`config.mk`:
```
export PLATFORM = sky130hd
export DESIGN_NAME = video_timing_gen
export DESIGN_NICKNAME = d
export VERILOG_FILES = /design/src/rtl/video_timing_pkg.sv /design/src/rtl/timing_delay_line.sv /design/src/rtl/video_timing_gen.sv
export SDC_FILE = /design/constraint.sdc
export NUM_CORES = 1
export LEC_CHECK = 0
export ABC_AREA = 1
export CORE_MARGIN = 4
export CORE_UTILIZATION = 40
export DETAILED_ROUTE_END_ITERATION = 7
export GPL_TIMING_DRIVEN = 0
export PLACE_DENSITY = 0.67
export SETUP_SLACK_MARGIN = 0.2
export SYNTH_ARGS = -nofsm -noshare
export SYNTH_HDL_FRONTEND = slang
export SYNTH_SLANG_ARGS = --single-unit
```
`constraint.sdc`:
```
create_clock -name clk_pixel -period 4 [get_ports clk_pixel]
set_input_delay 0.8 -clock clk_pixel [delete_from_list [all_inputs] [get_ports clk_pixel]]
set_output_delay 0.8 -clock clk_pixel [all_outputs]
set_load 0.03 [all_outputs]
```
`src/rtl/video_timing_pkg.sv`:
```
// video_timing_pkg: 1080p60 default timing, delay-line payload type and colour-bar table.
package video_timing_pkg;
  localparam int FRAME_WIDTH_1080P = 2200;
  localparam int FRAME_HEIGHT_1080P = 1125;
  localparam int SCREEN_WIDTH_1080P = 1920;
  localparam int SCREEN_HEIGHT_1080P = 1080;
  localparam int H_FRONT_1080P = 88;
  localparam int H_SYNC_1080P = 44;
  localparam int V_FRONT_1080P = 4;
  localparam int V_SYNC_1080P = 5;
  typedef struct packed {
    logic de;
    logic hsync;
    logic vsync;
    logic fs;
  } timing_t;
  // Entry 0 is the leftmost bar.
  localparam logic [7:0][23:0] BAR_RGB = {24'h000000, 24'h0000FF, 24'hFF0000, 24'hFF00FF,
                                          24'h00FF00, 24'h00FFFF, 24'hFFFF00, 24'hFFFFFF};
  function automatic logic [23:0] bar_color(input logic [2:0] idx);
    return BAR_RGB[idx];
  endfunction
endpackage

```
`src/rtl/timing_delay_line.sv`:
```
// timing_delay_line: DEPTH-stage shift register with async reset to RST_VAL; DEPTH=0 is a wire.
module timing_delay_line #(
  parameter int DEPTH = 2,
  parameter int WIDTH = 4,
  parameter logic [WIDTH-1:0] RST_VAL = '0
) (
  input  logic             clk,
  input  logic             rst_n,
  input  logic [WIDTH-1:0] d,
  output logic [WIDTH-1:0] q
);
  if (DEPTH == 0) begin : g_wire
    logic unused_clk_rst;
    assign unused_clk_rst = clk | rst_n;
    assign q = d;
  end else begin : g_sr
    logic [WIDTH-1:0] sr_q [DEPTH];
    logic [WIDTH-1:0] sr_d [DEPTH];
    always_comb begin
      sr_d[0] = d;
      for (int i = 1; i < DEPTH; i++) sr_d[i] = sr_q[i-1];
    end
    always_ff @(posedge clk or negedge rst_n) begin
      if (!rst_n) for (int i = 0; i < DEPTH; i++) sr_q[i] <= RST_VAL;
      else sr_q <= sr_d;
    end
    assign q = sr_q[DEPTH-1];
  end
endmodule

```
`src/rtl/video_timing_gen.sv`:
```
// video_timing_gen: raster counters plus sync/de/frame-start aligned to the rgb return latency.
// Define VIDEO_TIMING_TEST_PATTERN_EN to add the pattern_sel colour-bar source.
module video_timing_gen
  import video_timing_pkg::*;
#(
  parameter int FRAME_WIDTH = FRAME_WIDTH_1080P,
  parameter int FRAME_HEIGHT = FRAME_HEIGHT_1080P,
  parameter int SCREEN_WIDTH = SCREEN_WIDTH_1080P,
  parameter int SCREEN_HEIGHT = SCREEN_HEIGHT_1080P,
  parameter int H_FRONT = H_FRONT_1080P,
  parameter int H_SYNC = H_SYNC_1080P,
  parameter int V_FRONT = V_FRONT_1080P,
  parameter int V_SYNC = V_SYNC_1080P,
  parameter int BIT_WIDTH = 12,
  parameter int BIT_HEIGHT = 11,
  parameter int RGB_LATENCY = 2,
  parameter bit SYNC_ACTIVE_HIGH = 1'b1
) (
  input  logic                  clk_pixel,
  input  logic                  clk_pixel_resetn,
  input  logic                  enable,
  output logic [BIT_WIDTH-1:0]  cx,
  output logic [BIT_HEIGHT-1:0] cy,
  input  logic [23:0]           rgb_in,
  input  logic                  pattern_sel,
  output logic [23:0]           out_rgb,
  output logic                  out_hsync,
  output logic                  out_vsync,
  output logic                  out_de,
  output logic                  frame_start,
  output logic [31:0]           frame_count
);
  localparam int XW = BIT_WIDTH + 1;
  localparam int YW = BIT_HEIGHT + 1;
  localparam logic SYNC_OFF = !SYNC_ACTIVE_HIGH;
  localparam logic [BIT_WIDTH-1:0] X_LAST = BIT_WIDTH'(FRAME_WIDTH - 1);
  localparam logic [BIT_HEIGHT-1:0] Y_LAST = BIT_HEIGHT'(FRAME_HEIGHT - 1);
  localparam logic [BIT_WIDTH-1:0] X_ACT = BIT_WIDTH'(SCREEN_WIDTH);
  localparam logic [BIT_HEIGHT-1:0] Y_ACT = BIT_HEIGHT'(SCREEN_HEIGHT);
  localparam logic [XW-1:0] HS_START = XW'(SCREEN_WIDTH + H_FRONT);
  localparam logic [XW-1:0] HS_END = XW'(SCREEN_WIDTH + H_FRONT + H_SYNC);
  localparam logic [YW-1:0] VS_START = YW'(SCREEN_HEIGHT + V_FRONT);
  localparam logic [YW-1:0] VS_END = YW'(SCREEN_HEIGHT + V_FRONT + V_SYNC);
  if (SCREEN_WIDTH >= FRAME_WIDTH || SCREEN_HEIGHT >= FRAME_HEIGHT ||
      H_FRONT + H_SYNC > FRAME_WIDTH - SCREEN_WIDTH || V_FRONT + V_SYNC > FRAME_HEIGHT - SCREEN_HEIGHT ||
      FRAME_WIDTH > (1 << BIT_WIDTH) || FRAME_HEIGHT > (1 << BIT_HEIGHT) ||
      RGB_LATENCY < 0 || RGB_LATENCY > 15) begin : g_bad_cfg
    $error("video_timing_gen: inconsistent timing parameters");
  end
  logic [BIT_WIDTH-1:0] cx_q, cx_d;
  logic [BIT_HEIGHT-1:0] cy_q, cy_d;
  logic [31:0] frame_count_q, frame_count_d;
  logic [23:0] out_rgb_q, out_rgb_d, pix;
  logic out_hsync_q, out_hsync_d, out_vsync_q, out_vsync_d;
  logic out_de_q, out_de_d, frame_start_q, frame_start_d;
  logic x_last, y_last;
  timing_t raw, dly;
  always_comb begin
    x_last = cx_q == X_LAST;
    y_last = cy_q == Y_LAST;
    cx_d = (!enable || x_last) ? '0 : cx_q + 1'b1;
    cy_d = !enable ? '0 : x_last ? (y_last ? '0 : cy_q + 1'b1) : cy_q;
    frame_count_d = frame_count_q + {31'd0, enable && x_last && y_last};
    // Disabled raster feeds blank timing so the pipeline drains to blank.
    raw = '{de:    enable && cx_q < X_ACT && cy_q < Y_ACT,
            hsync: enable && {1'b0, cx_q} >= HS_START && {1'b0, cx_q} < HS_END,
            vsync: enable && {1'b0, cy_q} >= VS_START && {1'b0, cy_q} < VS_END,
            fs:    enable && cx_q == '0 && cy_q == '0};
  end
`ifdef VIDEO_TIMING_TEST_PATTERN_EN
  localparam int BAR_W = SCREEN_WIDTH >= 8 ? SCREEN_WIDTH / 8 : 1;
  localparam int DLW = $bits(timing_t) + 24;
  logic [BIT_WIDTH-1:0] bar_idx;
  logic [23:0] bar_raw, bar_dly;
  logic [DLW-1:0] dl_d, dl_q;
  always_comb begin
    bar_idx = cx_q / BIT_WIDTH'(BAR_W);
    bar_raw = bar_color(bar_idx > 7 ? 3'd7 : bar_idx[2:0]);
  end
  assign dl_d = {raw, bar_raw};
  assign {dly, bar_dly} = dl_q;
  assign pix = pattern_sel ? bar_dly : rgb_in;
`else
  localparam int DLW = $bits(timing_t);
  logic [DLW-1:0] dl_d, dl_q;
  logic unused_pattern_sel;
  assign unused_pattern_sel = pattern_sel;
  assign dl_d = raw;
  assign dly = dl_q;
  assign pix = rgb_in;
`endif
  timing_delay_line #(.DEPTH(RGB_LATENCY), .WIDTH(DLW), .RST_VAL('0)) u_dly (
    .clk(clk_pixel), .rst_n(clk_pixel_resetn), .d(dl_d), .q(dl_q)
  );
  always_comb begin
    out_rgb_d = dly.de ? pix : '0;
    out_de_d = dly.de;
    out_hsync_d = dly.hsync ^ SYNC_OFF;
    out_vsync_d = dly.vsync ^ SYNC_OFF;
    frame_start_d = dly.fs;
  end
  always_ff @(posedge clk_pixel or negedge clk_pixel_resetn) begin
    if (!clk_pixel_resetn) begin
      cx_q <= '0;
      cy_q <= '0;
      frame_count_q <= '0;
      out_rgb_q <= '0;
      out_de_q <= 1'b0;
      out_hsync_q <= SYNC_OFF;
      out_vsync_q <= SYNC_OFF;
      frame_start_q <= 1'b0;
    end else begin
      cx_q <= cx_d;
      cy_q <= cy_d;
      frame_count_q <= frame_count_d;
      out_rgb_q <= out_rgb_d;
      out_de_q <= out_de_d;
      out_hsync_q <= out_hsync_d;
      out_vsync_q <= out_vsync_d;
      frame_start_q <= frame_start_d;
    end
  end
  assign cx = cx_q;
  assign cy = cy_q;
  assign frame_count = frame_count_q;
  assign out_rgb = out_rgb_q;
  assign out_de = out_de_q;
  assign out_hsync = out_hsync_q;
  assign out_vsync = out_vsync_q;
  assign frame_start = frame_start_q;
endmodule

```
# Yosys cells after proc, flatten, opt, wreduce, memory -nomap -nowiden
# Index checks and enable logic that the tools add are counted.
# W data, S select, Z words.
[word_totals]
regBits = 91
in_bits = 28
out_inout_bits = 83
wordCells = 41
[op_classes]
n_reduce_logical = 14
n_eq_ne = 3
muxes = 5
order_cmp = 6
n_addsub = 3
[op_table]
columns = ["operator", "n"]
rows = [
  ["$mux W11", 3],
  ["$add A32 B1 Y32", 1],
  ["$mux W24", 1],
  ["$lt A11 B11 Y1 const B", 2],
  ["$add A12 B1 Y12 const B", 1],
  ["$eq A12 B12 Y1 const B", 1],
  ["$ge A12 B11 Y1 const B", 1],
  ["$logic_not A12 Y1", 1],
  ["$lt A12 B11 Y1 const B", 1],
  ["$lt A12 B12 Y1 const B", 1],
  ["$mux W12", 1],
  ["$add A11 B1 Y11 const B", 1],
  ["$eq A11 B11 Y1 const B", 1],
  ["$ge A11 B11 Y1 const B", 1],
  ["$logic_not A11 Y1", 1],
  ["$logic_and A1 B1 Y1", 10],
  ["$ne A2 B1 Y1 const B", 1],
  ["$logic_not A1 Y1", 1],
  ["$logic_or A1 B1 Y1", 1],
]

# Logic depth before layout (Yosys ltp)
# Gate-level depths: netlist of run 1.
[depth]
depth_word = 4
ltp_mapped = 15
depth_no_buf = 15

# By module
# A second synthesis of run 1 with hierarchy kept.
[hier_totals]
cells_unflattened = 530
hier_area_um2 = 4370.4
[by_module_without_submodules]
columns = ["mod", "cells_each", "seq_area_each_um2", "area_each_um2", "n_inst"]
rows = [
  ["video_timing_gen", 522, 2077.0, 4170.2, 1],
  ["timing_delay_line", 8, 200.2, 200.2, 1],
]

# Worst setup path after synthesis of run 1
# OpenSTA, ideal clock, no wires.
[synth_path]
path_type = "reg2reg"
from = "register cx_q[0], in the netlist cx[0]"
to = "register frame_count_q[18], in the netlist frame_count[18]"
arrival_ps = 2407
setup_slack_ps = 1459
period_less_slack_ps = 2541
stages_incl_launch_ff = 14
setup_ps = 134
path_cell_list = "dfrtp_1 ha_1 nand2_2 nor2_1 nand3_2 nor3_1 ha_1 ha_1 nand2_1 nor2_4 nand2_4 nor2_4 nand2_1 xnor2_1"
[synth_via]
elab_chain_cells = 4
[synth_rtl]
columns = ["item", "line_no", "text"]
rows = [
  ["start, declared", "video_timing_gen.sv:50", "logic [BIT_WIDTH-1:0] cx_q, cx_d;"],
  ["start signal, assigned", "video_timing_gen.sv:104", "cx_q <= '0;"],
  ["start signal, assigned", "video_timing_gen.sv:113", "cx_q <= cx_d;"],
  ["$eq A12 B12 Y1", "video_timing_gen.sv:59", "x_last = cx_q == X_LAST;"],
  ["$logic_and A1 B1 Y1 (2 in a row)", "video_timing_gen.sv:63", "frame_count_d = frame_count_q + {31'd0, enable && x_last && y_last};"],
  ["$add A32 B1 Y32", "video_timing_gen.sv:63", ""],
  ["net frame_count_d[18]", "video_timing_gen.sv:52", "logic [31:0] frame_count_q, frame_count_d;"],
  ["end signal, assigned", "video_timing_gen.sv:115", "frame_count_q <= frame_count_d;"],
  ["end, declared", "video_timing_gen.sv:52", ""],
]
# The timed path passes the listed nets, and every way through them passes these cells.
# A chain may end at the register's enable or synchronous reset.

# Worst setup path after layout of run 1
[layout_path]
from = "register cy_q[0], in the netlist cy[0]"
to = "register frame_count_q[18], in the netlist frame_count[18]"
[layout_via]
elab_chain_cells = 3
[layout_rtl]
columns = ["item", "line_no", "text"]
rows = [
  ["start, declared", "video_timing_gen.sv:51", "logic [BIT_HEIGHT-1:0] cy_q, cy_d;"],
  ["start signal, assigned", "video_timing_gen.sv:114", "cy_q <= cy_d;"],
  ["$eq A11 B11 Y1", "video_timing_gen.sv:60", "y_last = cy_q == Y_LAST;"],
  ["$logic_and A1 B1 Y1", "video_timing_gen.sv:63", ""],
  ["$add A32 B1 Y32", "video_timing_gen.sv:63", ""],
  ["net frame_count_d[18]", "video_timing_gen.sv:52", ""],
]
# The timed path passes the listed nets, and every way through them passes these cells.

==> results of run 1 <==
-- worst max-delay path, stage by stage, from the launching register on --
cell	delay, ns
dfrtp_1	0.43
inv_1	0.12
ha_1	0.15
inv_1	0.05
nor3_1	0.25
nand3_2	0.24
nor3_1	0.23
ha_1	0.24
ha_1	0.18
nand2_1	0.10
nor2_4	0.14
nand2_4	0.10
nor2_4	0.21
nand2_1	0.09
xnor2_1	0.13
-- power breakdown --
part / leakage (nW) / total, mW / switching (mW) / internal, mW
clock: 0.106 / 0.667 / 0.318 / 0.348
combinational: 1.58 / 0.149 / 0.0845 / 0.0646
sequential: 1.20 / 0.948 / 0.00921 / 0.939
-- kinds of logic (layout without fill, tap and decap cells) --
| logic type | count (synthesis) | count (layout) | share of synthesized area [%] |
|---|---|---|---|
| buffers and inverters | 80 | 204 | 7.644 |
| adder cells (fa/ha/maj) | 6 | 6 | 1.718 |
| AND/OR/NAND/NOR | 318 | 318 | 32.46 |
| flip-flops | 91 | 91 | 52.10 |
| XOR/XNOR | 23 | 23 | 4.609 |
| AO/OA/AOI/OAI | 12 | 12 | 1.460 |
-- through the flow --
| step | worst slack, ns | util (%) | total power [mW] |
|---|---|---|---|
| after floorplan | 1.459 | - | 1.028 |
| after global placement | -1.237 | 53.73 | 1.114 |
| after detailed placement | 1.210 | 53.97 | 1.119 |
| after CTS | 1.191 | 55.94 | 1.791 |
| after global routing | 0.9300 | 55.94 | 1.848 |
| final | 1.230 | 55.94 | 1.764 |
-- synthesized netlist by cell type --
library cell / count / area share (%)
a21oi_1: 3 / 0.34
a31oi_1: 1 / 0.14
buf_2: 2 / 0.23
buf_6: 4 / 1.0
clkbuf_1: 2 / 0.17
clkbuf_2: 1 / 0.11
dfrtp_1: 91 / 52
ha_1: 6 / 1.7
inv_1: 69 / 5.9
inv_2: 2 / 0.17
nand2_1: 171 / 15
nand2_2: 3 / 0.43
nand2_4: 2 / 0.52
nand3_1: 26 / 3.0
nand3_2: 2 / 0.46
nand3b_1: 8 / 1.4
nand4_1: 10 / 1.4
nor2_1: 71 / 6.1
nor2_2: 4 / 0.57
nor2_4: 3 / 0.77
nor3_1: 8 / 0.92
nor3_2: 2 / 0.46
nor3_4: 2 / 0.74
nor3b_1: 1 / 0.17
nor3b_2: 1 / 0.29
nor4_1: 2 / 0.29
o211ai_1: 1 / 0.17
o21ai_0: 7 / 0.80
or2_2: 2 / 0.29
xnor2_1: 4 / 0.80
xor2_1: 19 / 3.8
-- path summary, 6_finish.rpt --
| check | start | end | slack (ns) | cells past startpoint |
|---|---|---|---|---|
| max | cy[0]$_DFFE_PN0N_ | frame_count[18]$_DFF_PN0_ | 1.23 | 14 |
| min | u_dly.q[0]$_DFF_PN0_ | frame_start$_DFF_PN0_ | 0.35 | 0 |
| max reg2reg | cy[0]$_DFFE_PN0N_ | frame_count[18]$_DFF_PN0_ | 1.23 | 14 |
| min reg2reg | u_dly.q[0]$_DFF_PN0_ | frame_start$_DFF_PN0_ | 0.35 | 0 |
| max in group asynchronous | clk_pixel_resetn | cy[1]$_DFFE_PN0N_ | 3.02 | 2 |
| min in group asynchronous | clk_pixel_resetn | frame_count[10]$_DFF_PN0_ | 0.36 | 1 |
-- registers in the layout, summed over array words and instances (netlist names) --
register	cells
frame_count	32
out_rgb	24
cx	12
cy	11
u_dly.g_sr.sr_d	4
u_dly.q	4
frame_start	1
out_de	1
out_hsync	1
out_vsync	1
-- layout make-up --
class                           instances  area, um^2
Timing Repair Buffer                  109        1106
Clock buffer                           10       127.6
Clock inverter                          5       78.83
Sequential cell                        91        2277
Fill cell                             992        4609
Inverter                               71       266.5
Tap cell                              136       170.2
Multi-Input combinational cell        359        1759
Buffer                                  9       67.56
-- metal layers --
metal	GRT usage, %	vias to the layer above	share of wire (%)
met5	0	-	0
met1	21.52	1707	45
met4	6.010	0	1.2
met3	3.396	11	4.9
li1	-	1857	-
met2	28.68	88	49
==> metrics.txt, run 1 <==
run status=completed; nets=684; Final Skew=0.008745 ns; via count=3663; final hold slack=0.3485 ns; Core Box Area=10460 um^2; Peak VDD IR=0.1413 mV; fin area=5853 um^2; Mapped Area=4370 um^2; Vias per Instance=4.637; Root Driver=clkbuf_8; relative slew slack=69.91%; crit start category=flip-flop; ANT cells=0; pin count of the biggest net entering global routing=66; Warnings, synthesis=0; IO Pins=111; max cap viols=0; clock buffer depth=2; worst-path maximum fanout=8; Die Span X=112.5 um; commonest non-fill, non-tap cells in the layout=nand2_1 (171), clkdlybuf4s50_1 (107), dfrtp_1 (91); Lkg Pwr=2.888 nW; layout cells sized above 1=7.034%; # setup viols final=0; Final Non-Filler Cells=790; Syn Area/Cell=8.246 um^2; clk sinks=91; Setup Fix Bufs, Post-CTS=0; Starting Density=41.77%; final cycle utilization of the critical path=69.25%; post-route ant nets=0; Placer Congestion=0.8347; Crit Path Category=flip-flop to flip-flop; area of placed instances=5647 um^2; Layout area overhead=33.92%; Routed WL=10.08 mm; Buffers on Ports=108; Cell variety after synth=31; RSZ-0062 raised after global routing=no; grt total ovfl=0; Final Hold Viols=0; Crit. End Element=flip-flop; Hold Path Class=flip-flop to flip-flop; number of DRC markers in iteration 0=162; initial antenna violation count=0; setup TNS=0 ns; number of synthesized register bits=91; # rows=37; CTS buffer count=9; crit path time final=2.770 ns; DP Wirelength=7.756 mm; Worst-Skew Late Latency=0.35 ns; first-pass GRT wire length=17.57 mm; Hold-fix buffers, CTS=0; DRC viols=0; final slew viol count=0; Gate Count Post-Synth=530; Achievable Freq=361.0 MHz; vias in the first global route=3744; total track usage=16.92%; placed cells=775; clock-pin slew on the worst setup and hold paths=0.09 ns; Worst Path Required=4.24 ns; first-pass iteration count of the detailed router=4; Routed wire per std cell=12.76 um; DIE AREA=12660 um^2; commonest non-fill, non-tap cell in the layout=nand2_1; power density cells=301.3 nW/um^2; Critical Path AT=3.01 ns; CTS H-Tree Depth=3; die height=112.5 um; sequential fraction of the synthesis area=52.10%; Post-Syn Nets=564; PostCTS Resize Cnt=0; measured slew at the worst slew-check pin=0.4514 ns; TritonCTS clock tree=done
Note: power is estimated with default switching activity, not from simulation.
==> inputs of run 2 (changes only) <==
Clock period 4 ns to 2.64 ns, I/O delays scaled along.
==> run 2 against run 1 <==
Compared with the run above:
- sequential cell count unchanged
- combinational power increased by 56%
- final cell count rose by 2.2%
- sequential share of layout area down 1.3 points
- sequential power increased by 52%
- hold slack got worse by 0.27 ns
- utilization is 2.1 points higher
- maximum frequency increased by 21%
- routed wire length rose by 1.9%
- clock power up 62%
==> metrics.txt, run 2 (synthesis results as in run 1) <==
Fill cells=950; pin count of the biggest net entering global routing=65; max cap viols=0; Worst-Skew Late Latency=0.36 ns; grt total ovfl=0; total track usage=16.18%; Crit. End Element=flip-flop; Sw Share=23.16%; Core Box Area=10460 um^2; Starting Density=41.77%; register area=2286 um^2; worst-path maximum fanout=7; DRC viols=0; NetSw=0.6355 mW; layout cells sized above 1=12.67%; # setup viols final=0; nets=700; Placer Congestion=0.8498; DIE AREA=12660 um^2; placed cells=775; number of DRC markers in iteration 0=151; commonest non-fill, non-tap cells in the layout=nand2_1 (166), clkdlybuf4s50_1 (107), dfrtp_1 (84); Lkg Pwr=2.956 nW; Gate power share=8.5%; fin util=58.07%; CTS buffer count=9; Achievable Freq=435.4 MHz; Final Hold Viols=0; crit path time final=2.297 ns; TritonCTS clock tree=done; run status=completed; Buffers on Ports=108; Vias per Instance=4.703; Final Skew=0.005707 ns; via count=3795; clock buffer depth=2; sequential power share=52.3%; initial antenna violation count=0; Multi-input gate area=1832 um^2; power density cells=451.6 nW/um^2; Root Driver=clkbuf_8; clk sinks=91; relative slew slack=73.75%; commonest non-fill, non-tap cell in the layout=nand2_1; Worst Path Required=2.90 ns; final cycle utilization of the critical path=87.00%; first-pass iteration count of the detailed router=4; Final Non-Filler Cells=807; post-route ant nets=0; part of the power in the clock network=39.2%; final slew viol count=0; RSZ-0062 raised after global routing=yes; ANT cells=0; setup TNS=0 ns; # rows=37; DP Wirelength=7.387 mm; clock-pin slew on the worst setup and hold paths=0.09 ns; Routed wire per std cell=12.73 um; Layout area overhead=39.02%; Routed WL=10.27 mm; die height=112.5 um; first-pass GRT wire length=16.79 mm; IO Pins=111; area of placed instances=5659 um^2; Die Span X=112.5 um; CTS H-Tree Depth=3; crit start category=flip-flop; Peak VDD IR=0.2189 mV; Crit Path Category=flip-flop to flip-flop; Critical Path AT=2.55 ns; number of flip-flops in the largest register=32; internal power=2.109 mW; fin area=6076 um^2; measured slew at the worst slew-check pin=0.3937 ns; vias in the first global route=3614; Hold Path Class=primary input to asynchronous set/reset pin
run 2: changes by cell type in the layout (fill, tap and decap cells not counted), moves of 3 or more:
cell,previous run,this run
dfrtp_1,91,84
ha_1,6,3
buf_4,1,17
dfrtp_2,0,7
nand2_1,171,166
nand2_2,3,8
run 2: routing by layer:
metal | track usage, % | vias up | part of all wire, %
met5 | 0 | - | 0
met4 | 6.490 | 0 | 1.7
met3 | 3.235 | 12 | 5.6
met2 | 26.46 | 110 | 49
met1 | 21.13 | 1775 | 44
li1 | - | 1898 | -
run 2: through the flow:
| step | setup WS (ns) | hold slack (ns) | power, mW |
|---|---|---|---|
| after floorplan | 0.2114 | 0.2324 | 1.559 |
| after global placement | -2.665 | 0.3355 | 1.688 |
| after detailed placement | 0.01429 | 0.3347 | 1.695 |
| after CTS | 0.2081 | 0.07525 | 2.777 |
| after global routing | 0.1769 | 0.09534 | 2.856 |
| final | 0.3432 | 0.07877 | 2.744 |
run 2: final cells by class:
type / count / area share, %
sequential: 91 / 37.62
multi-input combinational: 359 / 30.15
timing repair buffer: 125 / 20.18
inverter: 71 / 4.386
tap: 136 / 2.801
clock buffer: 12 / 2.554
clock inverter: 4 / 1.194
buffer: 9 / 1.112
run 2: worst max-delay path, stage by stage, from the launching register on:
cell,delay (ns)
dfrtp_2,0.43
inv_1,0.08
ha_1,0.14
inv_1,0.06
nor3_2,0.12
nand3_2,0.12
nor3_2,0.12
ha_2,0.20
ha_2,0.18
nand2_2,0.08
nor2_4,0.13
nand2_4,0.11
nor2_4,0.22
nand2_2,0.08
xnor2_1,0.12
run 2: worst paths after layout:
path                       cells past startpoint                        end                 start  slack [ns]
setup / recovery                              14  frame_count[22]$_DFF_PN0_     cy[1]$_DFFE_PN0N_        0.34
hold / removal                                 1       out_rgb[3]$_DFF_PN0_      clk_pixel_resetn        0.08
setup reg to reg                              14  frame_count[22]$_DFF_PN0_     cy[1]$_DFFE_PN0N_        0.34
hold reg to reg                                0        out_vsync$_DFF_PN0_  u_dly.q[1]$_DFF_PN0_        0.35
max in group asynchronous                      2          cy[8]$_DFFE_PN0N_      clk_pixel_resetn        1.91
min in group clk_pixel                         0        out_vsync$_DFF_PN0_  u_dly.q[1]$_DFF_PN0_        0.35
run 2: timing repair:
item / in CTS / in global routing
endpoints found under the hold margin: 0 / 0
hold buffers: 0 / 0
buffers inserted: 5 / 11
pin swaps: 5 / 8
endpoints found under the setup margin: 17 / 20
resized for setup: 5 / 16
run 2: power by group through the flow:
| stage | registers, mW | logic, mW | clock network (mW) |
|---|---|---|---|
| floorplan | 1.52 | 0.0433 | 0 |
| global placement | 1.46 | 0.224 | 0 |
| detailed placement | 1.46 | 0.230 | 0 |
| CTS | 1.44 | 0.234 | 1.11 |
| global route | 1.44 | 0.254 | 1.16 |
| finish | 1.44 | 0.233 | 1.08 |
==> inputs of run 3 (changes only) <==
Settings changed: CTS_CLUSTER_SIZE from default to 10.
==> results of run 3 <==
Same layout as run 2: the final DEF is identical, and so are final timing and power.
